[src/rtl/des_pkg.sv]
`default_nettype none
// ============================================================================
// Module   : des_pkg
// Purpose  : DES key-schedule constants, permutation tables and shift helper.
// Revision : 1.0
// ============================================================================
package des_pkg;

  localparam int DES_ROUNDS = 16;

  typedef logic [1:64] des_key_t;
  typedef logic [1:56] des_cd_t;
  typedef logic [1:48] des_subkey_t;

  typedef enum logic [0:0] {
    ST_IDLE = 1'b0,
    ST_RUN  = 1'b1
  } des_state_t;

  // Entry i names the key bit (1 = MSB) that lands in C|D bit i.
  localparam int PC1 [1:56] = '{
    57, 49, 41, 33, 25, 17,  9,
     1, 58, 50, 42, 34, 26, 18,
    10,  2, 59, 51, 43, 35, 27,
    19, 11,  3, 60, 52, 44, 36,
    63, 55, 47, 39, 31, 23, 15,
     7, 62, 54, 46, 38, 30, 22,
    14,  6, 61, 53, 45, 37, 29,
    21, 13,  5, 28, 20, 12,  4
  };

  localparam int PC2 [1:48] = '{
    14, 17, 11, 24,  1,  5,
     3, 28, 15,  6, 21, 10,
    23, 19, 12,  4, 26,  8,
    16,  7, 27, 20, 13,  2,
    41, 52, 31, 37, 47, 55,
    30, 40, 51, 45, 33, 48,
    44, 49, 39, 56, 34, 53,
    46, 42, 50, 36, 29, 32
  };

  function automatic logic [1:0] des_shift(input logic [4:0] k);
    return (k == 5'd1 || k == 5'd2 || k == 5'd9 || k == 5'd16) ? 2'd1 : 2'd2;
  endfunction

endpackage
`default_nettype wire

[src/rtl/des_pc2.sv]
`default_nettype none
// ============================================================================
// Module   : des_pc2
// Purpose  : DES Permuted Choice 2, pure wiring from 56-bit C|D to a subkey.
// Revision : 1.0
// ============================================================================
module des_pc2
  import des_pkg::*;
(
  input  logic [1:56] cd,
  output logic [1:48] subkey
);

  for (genvar i = 1; i <= 48; i++) begin : g_pc2
    assign subkey[i] = cd[PC2[i]];
  end

  // PC-2 drops these eight C|D positions by definition.
  logic w_unused_cd;
  assign w_unused_cd = ^{cd[9], cd[18], cd[22], cd[25],
                         cd[35], cd[38], cd[43], cd[54]};

endmodule
`default_nettype wire

[src/rtl/des_subkey_sequencer.sv]
`default_nettype none
// ============================================================================
// Module   : des_subkey_sequencer
// Purpose  : Iterative DES key schedule streaming 16 subkeys, enc or dec order.
// Revision : 1.0
// ============================================================================
module des_subkey_sequencer
  import des_pkg::*;
#(
  parameter int ROUNDS = 16
) (
  input  logic        clk,
  input  logic        rst_n,
  input  logic        key_valid,
  output logic        key_ready,
  input  logic [1:64] key_in,
  input  logic        decrypt,
  input  logic        flush,
  output logic        sk_valid,
  input  logic        sk_ready,
  output logic [1:48] sk_data,
  output logic [4:0]  sk_round,
  output logic        sk_last,
  output logic        busy
);

  if (ROUNDS != DES_ROUNDS) begin : g_rounds_check
    $error("des_subkey_sequencer: ROUNDS must be 16");
  end

  localparam logic [4:0] c_last_round = 5'(DES_ROUNDS);

  function automatic logic [1:28] rotl28(input logic [1:28] v, input logic [1:0] n);
    return (n == 2'd2) ? {v[3:28], v[1:2]} : {v[2:28], v[1]};
  endfunction

  function automatic logic [1:28] rotr28(input logic [1:28] v, input logic [1:0] n);
    return (n == 2'd2) ? {v[27:28], v[1:26]} : {v[28], v[1:27]};
  endfunction

  des_state_t  r_state, w_state_nxt;
  des_cd_t     r_cd, w_cd_nxt;
  logic [4:0]  r_round, w_round_nxt;
  logic        r_decrypt, w_decrypt_nxt;
  des_cd_t     w_pc1;
  logic        w_last;
  logic [1:0]  w_enc_shift;
  logic [1:0]  w_dec_shift;

  for (genvar i = 1; i <= 56; i++) begin : g_pc1
    assign w_pc1[i] = key_in[PC1[i]];
  end

  // Parity bits never reach C|D.
  logic w_unused_parity;
  assign w_unused_parity = ^{key_in[8], key_in[16], key_in[24], key_in[32],
                             key_in[40], key_in[48], key_in[56], key_in[64]};

  assign w_last      = (r_state == ST_RUN) &&
                       (r_decrypt ? (r_round == 5'd1) : (r_round == c_last_round));
  assign w_enc_shift = des_shift(r_round + 5'd1);
  assign w_dec_shift = des_shift(r_round);

  always_comb begin
    w_state_nxt   = r_state;
    w_cd_nxt      = r_cd;
    w_round_nxt   = r_round;
    w_decrypt_nxt = r_decrypt;
    case (r_state)
      ST_IDLE: begin
        if (flush) begin
          w_cd_nxt    = '0;
          w_round_nxt = 5'd0;
        end else if (key_valid) begin
          w_state_nxt   = ST_RUN;
          w_decrypt_nxt = decrypt;
          if (decrypt) begin
            // Total rotation is 28, so C16|D16 equals C0|D0.
            w_cd_nxt    = w_pc1;
            w_round_nxt = c_last_round;
          end else begin
            w_cd_nxt    = {rotl28(w_pc1[1:28], 2'd1), rotl28(w_pc1[29:56], 2'd1)};
            w_round_nxt = 5'd1;
          end
        end
      end
      ST_RUN: begin
        if (flush || (sk_ready && w_last)) begin
          w_state_nxt = ST_IDLE;
          w_cd_nxt    = '0;
          w_round_nxt = 5'd0;
        end else if (sk_ready) begin
          if (r_decrypt) begin
            w_cd_nxt    = {rotr28(r_cd[1:28], w_dec_shift), rotr28(r_cd[29:56], w_dec_shift)};
            w_round_nxt = r_round - 5'd1;
          end else begin
            w_cd_nxt    = {rotl28(r_cd[1:28], w_enc_shift), rotl28(r_cd[29:56], w_enc_shift)};
            w_round_nxt = r_round + 5'd1;
          end
        end
      end
      default: begin
        w_state_nxt = ST_IDLE;
        w_cd_nxt    = '0;
        w_round_nxt = 5'd0;
      end
    endcase
  end

  always_ff @(posedge clk or negedge rst_n) begin
    if (!rst_n) begin
      r_state   <= ST_IDLE;
      r_cd      <= '0;
      r_round   <= 5'd0;
      r_decrypt <= 1'b0;
    end else begin
      r_state   <= w_state_nxt;
      r_cd      <= w_cd_nxt;
      r_round   <= w_round_nxt;
      r_decrypt <= w_decrypt_nxt;
    end
  end

  des_pc2 u_pc2 (
    .cd     (r_cd),
    .subkey (sk_data)
  );

  assign key_ready = (r_state == ST_IDLE);
  assign sk_valid  = (r_state == ST_RUN);
  assign busy      = (r_state == ST_RUN);
  assign sk_round  = r_round;
  assign sk_last   = w_last;

endmodule
`default_nettype wire

[config.mk]
export PLATFORM = sky130hd
export DESIGN_NAME = des_subkey_sequencer
export DESIGN_NICKNAME = d
export VERILOG_FILES = /design/src/rtl/des_pkg.sv /design/src/rtl/des_pc2.sv /design/src/rtl/des_subkey_sequencer.sv
export SDC_FILE = /design/constraint.sdc
export NUM_CORES = 1
export LEC_CHECK = 0
export BUFFER_PORTS_ARGS = -buffer_cell sky130_fd_sc_hd__buf_2
export CAP_MARGIN = 0
export CORE_ASPECT_RATIO = 1.25
export CORE_MARGIN = 5
export CORE_UTILIZATION = 44
export DETAILED_ROUTE_END_ITERATION = 6
export PLACE_DENSITY = 0.69
export REMOVE_ABC_BUFFERS = 1
export SYNTH_ARGS = -nofsm -noshare
export SYNTH_HDL_FRONTEND = slang
export SYNTH_SLANG_ARGS = --single-unit
[constraint.sdc]
create_clock -name clk -period 2.9 [get_ports clk]
set_clock_uncertainty 0.2 [all_clocks]
set_input_delay 0.58 -clock clk [delete_from_list [all_inputs] [get_ports clk]]
set_output_delay 0.58 -clock clk [all_outputs]
set_load 0.02 [all_outputs]
# Word level (Yosys, flattened, before mapping)

Cells that the tools add are included.
Widths: inputs -> output; s select.

Bits in registers: 63
Bits of input ports: 70
Output and inout bits: 57
Word-level logic and storage cells: 56

Add/sub/neg operators: 2
Equality and inequality tests: 12
Muxes and demuxes: 25
Bitwise logic cells: 2
Reductions and logical operators: 11

Operators by type and width:

| kind                | count |
|---|---|
| $mux 56             | 6 |
| $mux 28             | 4 |
| $pmux 56 s2         | 1 |
| $mux 5              | 6 |
| $eq 5x1->1 const B  | 2 |
| $eq 5x2->1 const B  | 2 |
| $eq 5x4->1 const B  | 2 |
| $eq 5x5->1 const B  | 2 |
| $pmux 5 s2          | 1 |
| $logic_or 1x1->1    | 7 |
| $ne 3x2->1 const B  | 2 |
| $add 5x1->5 const B | 1 |
| $sub 5x1->5 const B | 1 |
| $eq 2x2->1 const B  | 2 |
| $mux 1              | 4 |
| $mux 2              | 2 |
| $reduce_and 3->1    | 1 |
| $logic_and 1x1->1   | 2 |
| $not 1->1           | 2 |
| $pmux 1 s2          | 1 |
| $reduce_and 2->1    | 1 |

# Logic depth before layout (Yosys ltp)

Depth after elaboration: 12
Gate-level depth with buffers: 10
Mapped depth without buffers: 7

# Hierarchy

From an unflattened synthesis, not the netlist that was laid out.

Cell total of the unflattened synthesis: 772
Area, all modules: 6221.0 µm²

By module, submodules not included:

| module               | times used | cells each | area an instance (µm²) | seq. area each (µm²) |
|---|---|---|---|---|
| des_subkey_sequencer | 1          | 724        | 5860.6                 | 1576.5 |
| des_pc2              | 1          | 48         | 360.3                  | 0.0 |

# Worst setup path after synthesis

No wires, ideal clock.

Kind: register -> register
Start: register r_round[0] (netlist: sk_round[0])
End: register r_cd[10]
Setup time: 0.092 ns
Arrival: 2.308 ns
Required time: 2.608 ns
Setup slack: 0.300 ns
Stages on the path, launching flop included: 11
Path buffers: 3
Clock period less this slack: 2.600 ns
Cells stage by stage: dfrtp_1 -> clkbuf_1 -> inv_1 -> ha_1 -> nand3b_1 -> a21oi_2 -> or4b_4 -> buf_6 -> buf_6 -> a21o_1 -> o31ai_2

Word-level cells in the longest chain between the ends: 12
Elaborated cells on any way between the ends: 31
Those cells by class: add/sub (1); eq/ne (11); mux (9); reduce/logical (10)

Ends and longest elaborated chain:

| item                                     | line                        | text |
|---|---|---|
| start, declared                          | des_subkey_sequencer.sv:43  | `logic [4:0] r_round, w_round_nxt;` |
| start signal, assigned                   | des_subkey_sequencer.sv:119 | `r_round <= w_round_nxt;` |
| $add 5x1->5                              | des_subkey_sequencer.sv:61  | `assign w_enc_shift = des_shift(r_round + 5'd1);` |
| $eq 5x1->1 or $eq 5x2->1 (tied branches) | des_pkg.sv:44               | `return (k == 5'd1 \|\| k == 5'd2 \|\| k == 5'd9 \|\| k == 5'd16) ? 2'd1 : 2'd2;` |
| $logic_or 1x1->1 (3 in a row)            | des_pkg.sv:44               |  |
| $mux 2                                   | des_pkg.sv:44               |  |
| $eq 2x2->1                               | des_subkey_sequencer.sv:34  | `return (n == 2'd2) ? {v[3:28], v[1:2]} : {v[2:28], v[1]};` |
| $mux 28                                  | des_subkey_sequencer.sv:34  |  |
| $mux 56                                  | des_subkey_sequencer.sv:93  | `if (r_decrypt) begin` |
| $mux 56                                  | des_subkey_sequencer.sv:92  | `end else if (sk_ready) begin` |
| $mux 56                                  | des_subkey_sequencer.sv:88  | `if (flush \|\| (sk_ready && w_last)) begin` |
| $pmux 56 s2                              | des_subkey_sequencer.sv:69  | `case (r_state)` |
| end signal, assigned                     | des_subkey_sequencer.sv:118 | `r_cd <= w_cd_nxt;` |
| end, declared                            | des_subkey_sequencer.sv:42  | `des_cd_t r_cd, w_cd_nxt;` |

Parallel ways exist; a longest one is shown, timed or not. The select of a mux whose other input is x is not followed.
A chain may end at the register's enable or synchronous reset.

# Worst setup path in the final report

Start: register r_round[1] (netlist: sk_round[1])
End: output port sk_last

Word-level cells in the longest chain between the ends: 3
Elaborated cells on any way between the ends: 4
Those cells by class: eq/ne (2); mux (1); reduce/logical (1)

Ends and longest elaborated chain:

| item                                     | line                       | text |
|---|---|---|
| $eq 5x5->1 or $eq 5x1->1 (tied branches) | des_subkey_sequencer.sv:60 | `(r_decrypt ? (r_round == 5'd1) : (r_round == c_last_round));` |
| $mux 1 *                                 | des_subkey_sequencer.sv:60 |  |
| $logic_and 1x1->1 *                      | des_subkey_sequencer.sv:59 | `assign w_last = (r_state == ST_RUN) &&` |
| end, declared                            | des_subkey_sequencer.sv:23 | `output logic sk_last,` |

Mark *: on every way between the ends. The rest lies on a longest branch, timed or not.

==> impl_metrics.toml <==
[outcome]
status = "complete, no violations"

[drt]
drt-pass1-iter-count = 5
wl_per_cell_um = 19.0
drt_iter0_drc = 534
via_per_inst = 6.34
drcViolationCount = 0
via_count = 6135
antenna_left = 0
totalWireLength_mm = 18.3

[critical_path]
cp-startpoint = "sk_round[1]$_DFFE_PN0P_"
ff2ff_path_depth = 8
critPathCapture = "sk_last"
r2r-start = "sk_round[1]$_DFFE_PN0P_"
r2r_slack_ns = 0.27
cpPeakStageDelay_ns = 0.49
crit_arrival_ns = 1.89
path_max_fanout = 10
end_kind = "output pin"
r2r_end = "r_cd[55]$_DFFE_PN0P_"
worstSetupPathType = "reg2out"
worstSetupStartpointType = "register"
critPathRequiredTime_ns = 2.12
cpMaxStageDelayCell = "dfrtp_1"
worstPathCellList = "inv_1 -> ha_1 -> nand3b_1 -> a21oi_2 -> and2_1 -> buf_2"

[timing]
fmax_ghz = 0.374
final-setup-viol-count = 0
slew_violations = 0
worst_slew_pin_slew_ns = 0.653
holdWs_ns = 0.0186
finalCritPeriodShare = 0.921
fin_crit_ns = 2.67
rsz0062_at_grt = "false"
maxSlewHeadroom = 0.564
hold_viol_final = 0

[final_layout]
multiInputGateArea_mm2 = 0.00396
final_cells = 968
fillers = 1391
layout_common_cells = "buf_2 (118), nand2_1 (64), dfrtp_1 (62)"
utilization = 0.498
drive_gt1_frac = 0.275
final_common_cell = "buf_2"
antenna_cells = 0
area_growth_pct = 10.5
regArea_mm2 = 0.00158
fin_nets = 864

[clocking]
cts.reportedPaths.clkPinSlew_ns = 0.05
cts-htree-levels = 3
postCtsSetupRepairBufs = 0
cts_tree = "done"
ctsHoldBuffers = 0
post_cts_resized = 0
numCtsBuffers = 9
clockRootBuffer = "clkbuf_16"
clockBufferDepth = 2
clk_latency_ns = 0.33
cts_sinks = 63

[global_routing]
grt_max_degree = 113
antenna_found_initial = 0
grt_use_total = 0.218
grt_pass1_wl_mm = 29.7
grt_pass1_vias = 5923
overflow = 0

[logic_synthesis]
ys.flop_type = "dfrtp_1"
synth.avg_cell_area_um2 = 8.13
yosysTopAreaCell = "dfrtp_1"
seq_area_frac_synth = 0.251
netlist_instances = 772
synth_edf_count = 0
synth.area.top_cells = "dfrtp_1 (25%), o31ai_2 (10%), a221o_1 (8.6%), a21o_1 (6.5%), buf_4 (6.2%)"
yosys.cell_types.count = 53
ys_warn_count = 0
synth_top_area_frac = 0.251
yosys_register_bits = 63
synth_area_mm2 = 0.00628
synthArstFlopShare = 1.00

[placed_design]
hpwl_mm = 11.6
io_buffers = 118
place.gp.congestion = 0.786
dp.cells = 951

[pwr]
switching_power_mw = 2.23
p_sw_frac = 0.449
powerDensity_mw_per_mm2 = 714
combPwrFrac = 0.505
internal_power_mw = 2.73
pwr-share-seq = 0.265
vdd_ir_drop_max_mv = 0.555
leakagePower_nw = 3.16
clockPowerShare = 0.230

[die]
die_area_mm2 = 0.0168
ios = 127
die_w_um = 117
coreArea_mm2 = 0.0139
rows = 48
start_util = 0.451
dieHeight_um = 144

[worst_hold_path]
hold_path.class = "in2async"

[run]
drv_cap = 0
registers in the layout, summed over array words and instances, names as in the netlist:
register	flops
sk_round	5
r_decrypt	1
busy	1
r_cd	56
area by class of cell:
class / instances / share of cell area
clock buffer: 13 / 0.0389
clock inverter: 3 / 0.00577
inverter: 4 / 0.00216
multi-input combinational: 572 / 0.571
sequential: 63 / 0.227
tap: 175 / 0.0316
timing repair buffer: 138 / 0.123
worst min path at each step:
stage	to	startpoint	slack, ns
6_report	r_cd[41]$_DFFE_PN0P_	rst_n	0.02
5_1_grt	r_cd[55]$_DFFE_PN0P_	rst_n	0.05
4_1_cts	sk_round[2]$_DFFE_PN0P_	rst_n	0.02
3_5_place_dp	sk_round[2]$_DFFE_PN0P_	rst_n	0.37
3_3_place_gp	sk_round[2]$_DFFE_PN0P_	rst_n	0.37
2_1_floorplan	busy$_DFF_PN0_	rst_n	0.08
critical path, delay by kind of cell, from the launching register on:
| kind | cells | cell delay, ns |
|---|---|---|
| compound gates | 1 | 0.21 |
| fa+ha+maj | 1 | 0.28 |
| buf+inv | 2 | 0.32 |
| flops | 1 | 0.49 |
| simple gates | 2 | 0.26 |
power groups by stage:
stage	Sequential, mW	Combinational, mW	Clock [mW]
floorplan	1.46	1.49	0
finish	1.31	2.50	1.14
CTS	1.30	2.49	1.15
global placement	1.32	2.44	0
global route	1.34	2.76	1.20
detailed placement	1.32	2.48	0
stage by stage:
| step | cell area (µm²) | power [mW] | setup WS (ns) | TNS [ns] |
|---|---|---|---|---|
| after floorplan | 5510 | 2.95 | -2.03 | -114.95 |
| after global placement | 6610 | 3.76 | 0.198 | 0 |
| after detailed placement | 6610 | 3.80 | 0.151 | 0 |
| after CTS | 6920 | 4.94 | 0.151 | 0 |
| after global routing | 6940 | 5.31 | 0.0790 | 0 |
| final | 6940 | 4.96 | 0.229 | 0 |
metal layers:
| layer | global-route usage | wire length, µm |
|---|---|---|
| met1 | 0.283 | 7740 |
| met2 | 0.375 | 9270 |
| met3 | 0.0312 | 1070 |
| met4 | 0.0640 | 256 |
| met5 | 0 | 0 |
cell families after synthesis:
family / synth area share
muxes: 0.00518
DFF: 0.251
xor gates and xnor gates: 0.00140
buffers and inverters: 0.125
adders and majority gates: 0.0120
AOI/OAI and AO/OA: 0.451
and+or+nand+nor: 0.154
cell usage after synthesis (14+ instances only):
cell type  number
o21ai_0        56
nand2_1        64
a21o_1         54
buf_4          52
a21boi_0       39
a21boi_1       17
and3_1         55
clkbuf_1       56
a21oi_1        60
a221o_1        54
buf_2          14
o31ai_2        50
nor2_1         61
dfrtp_1        63
Note: power is estimated with default switching activity, not from simulation.
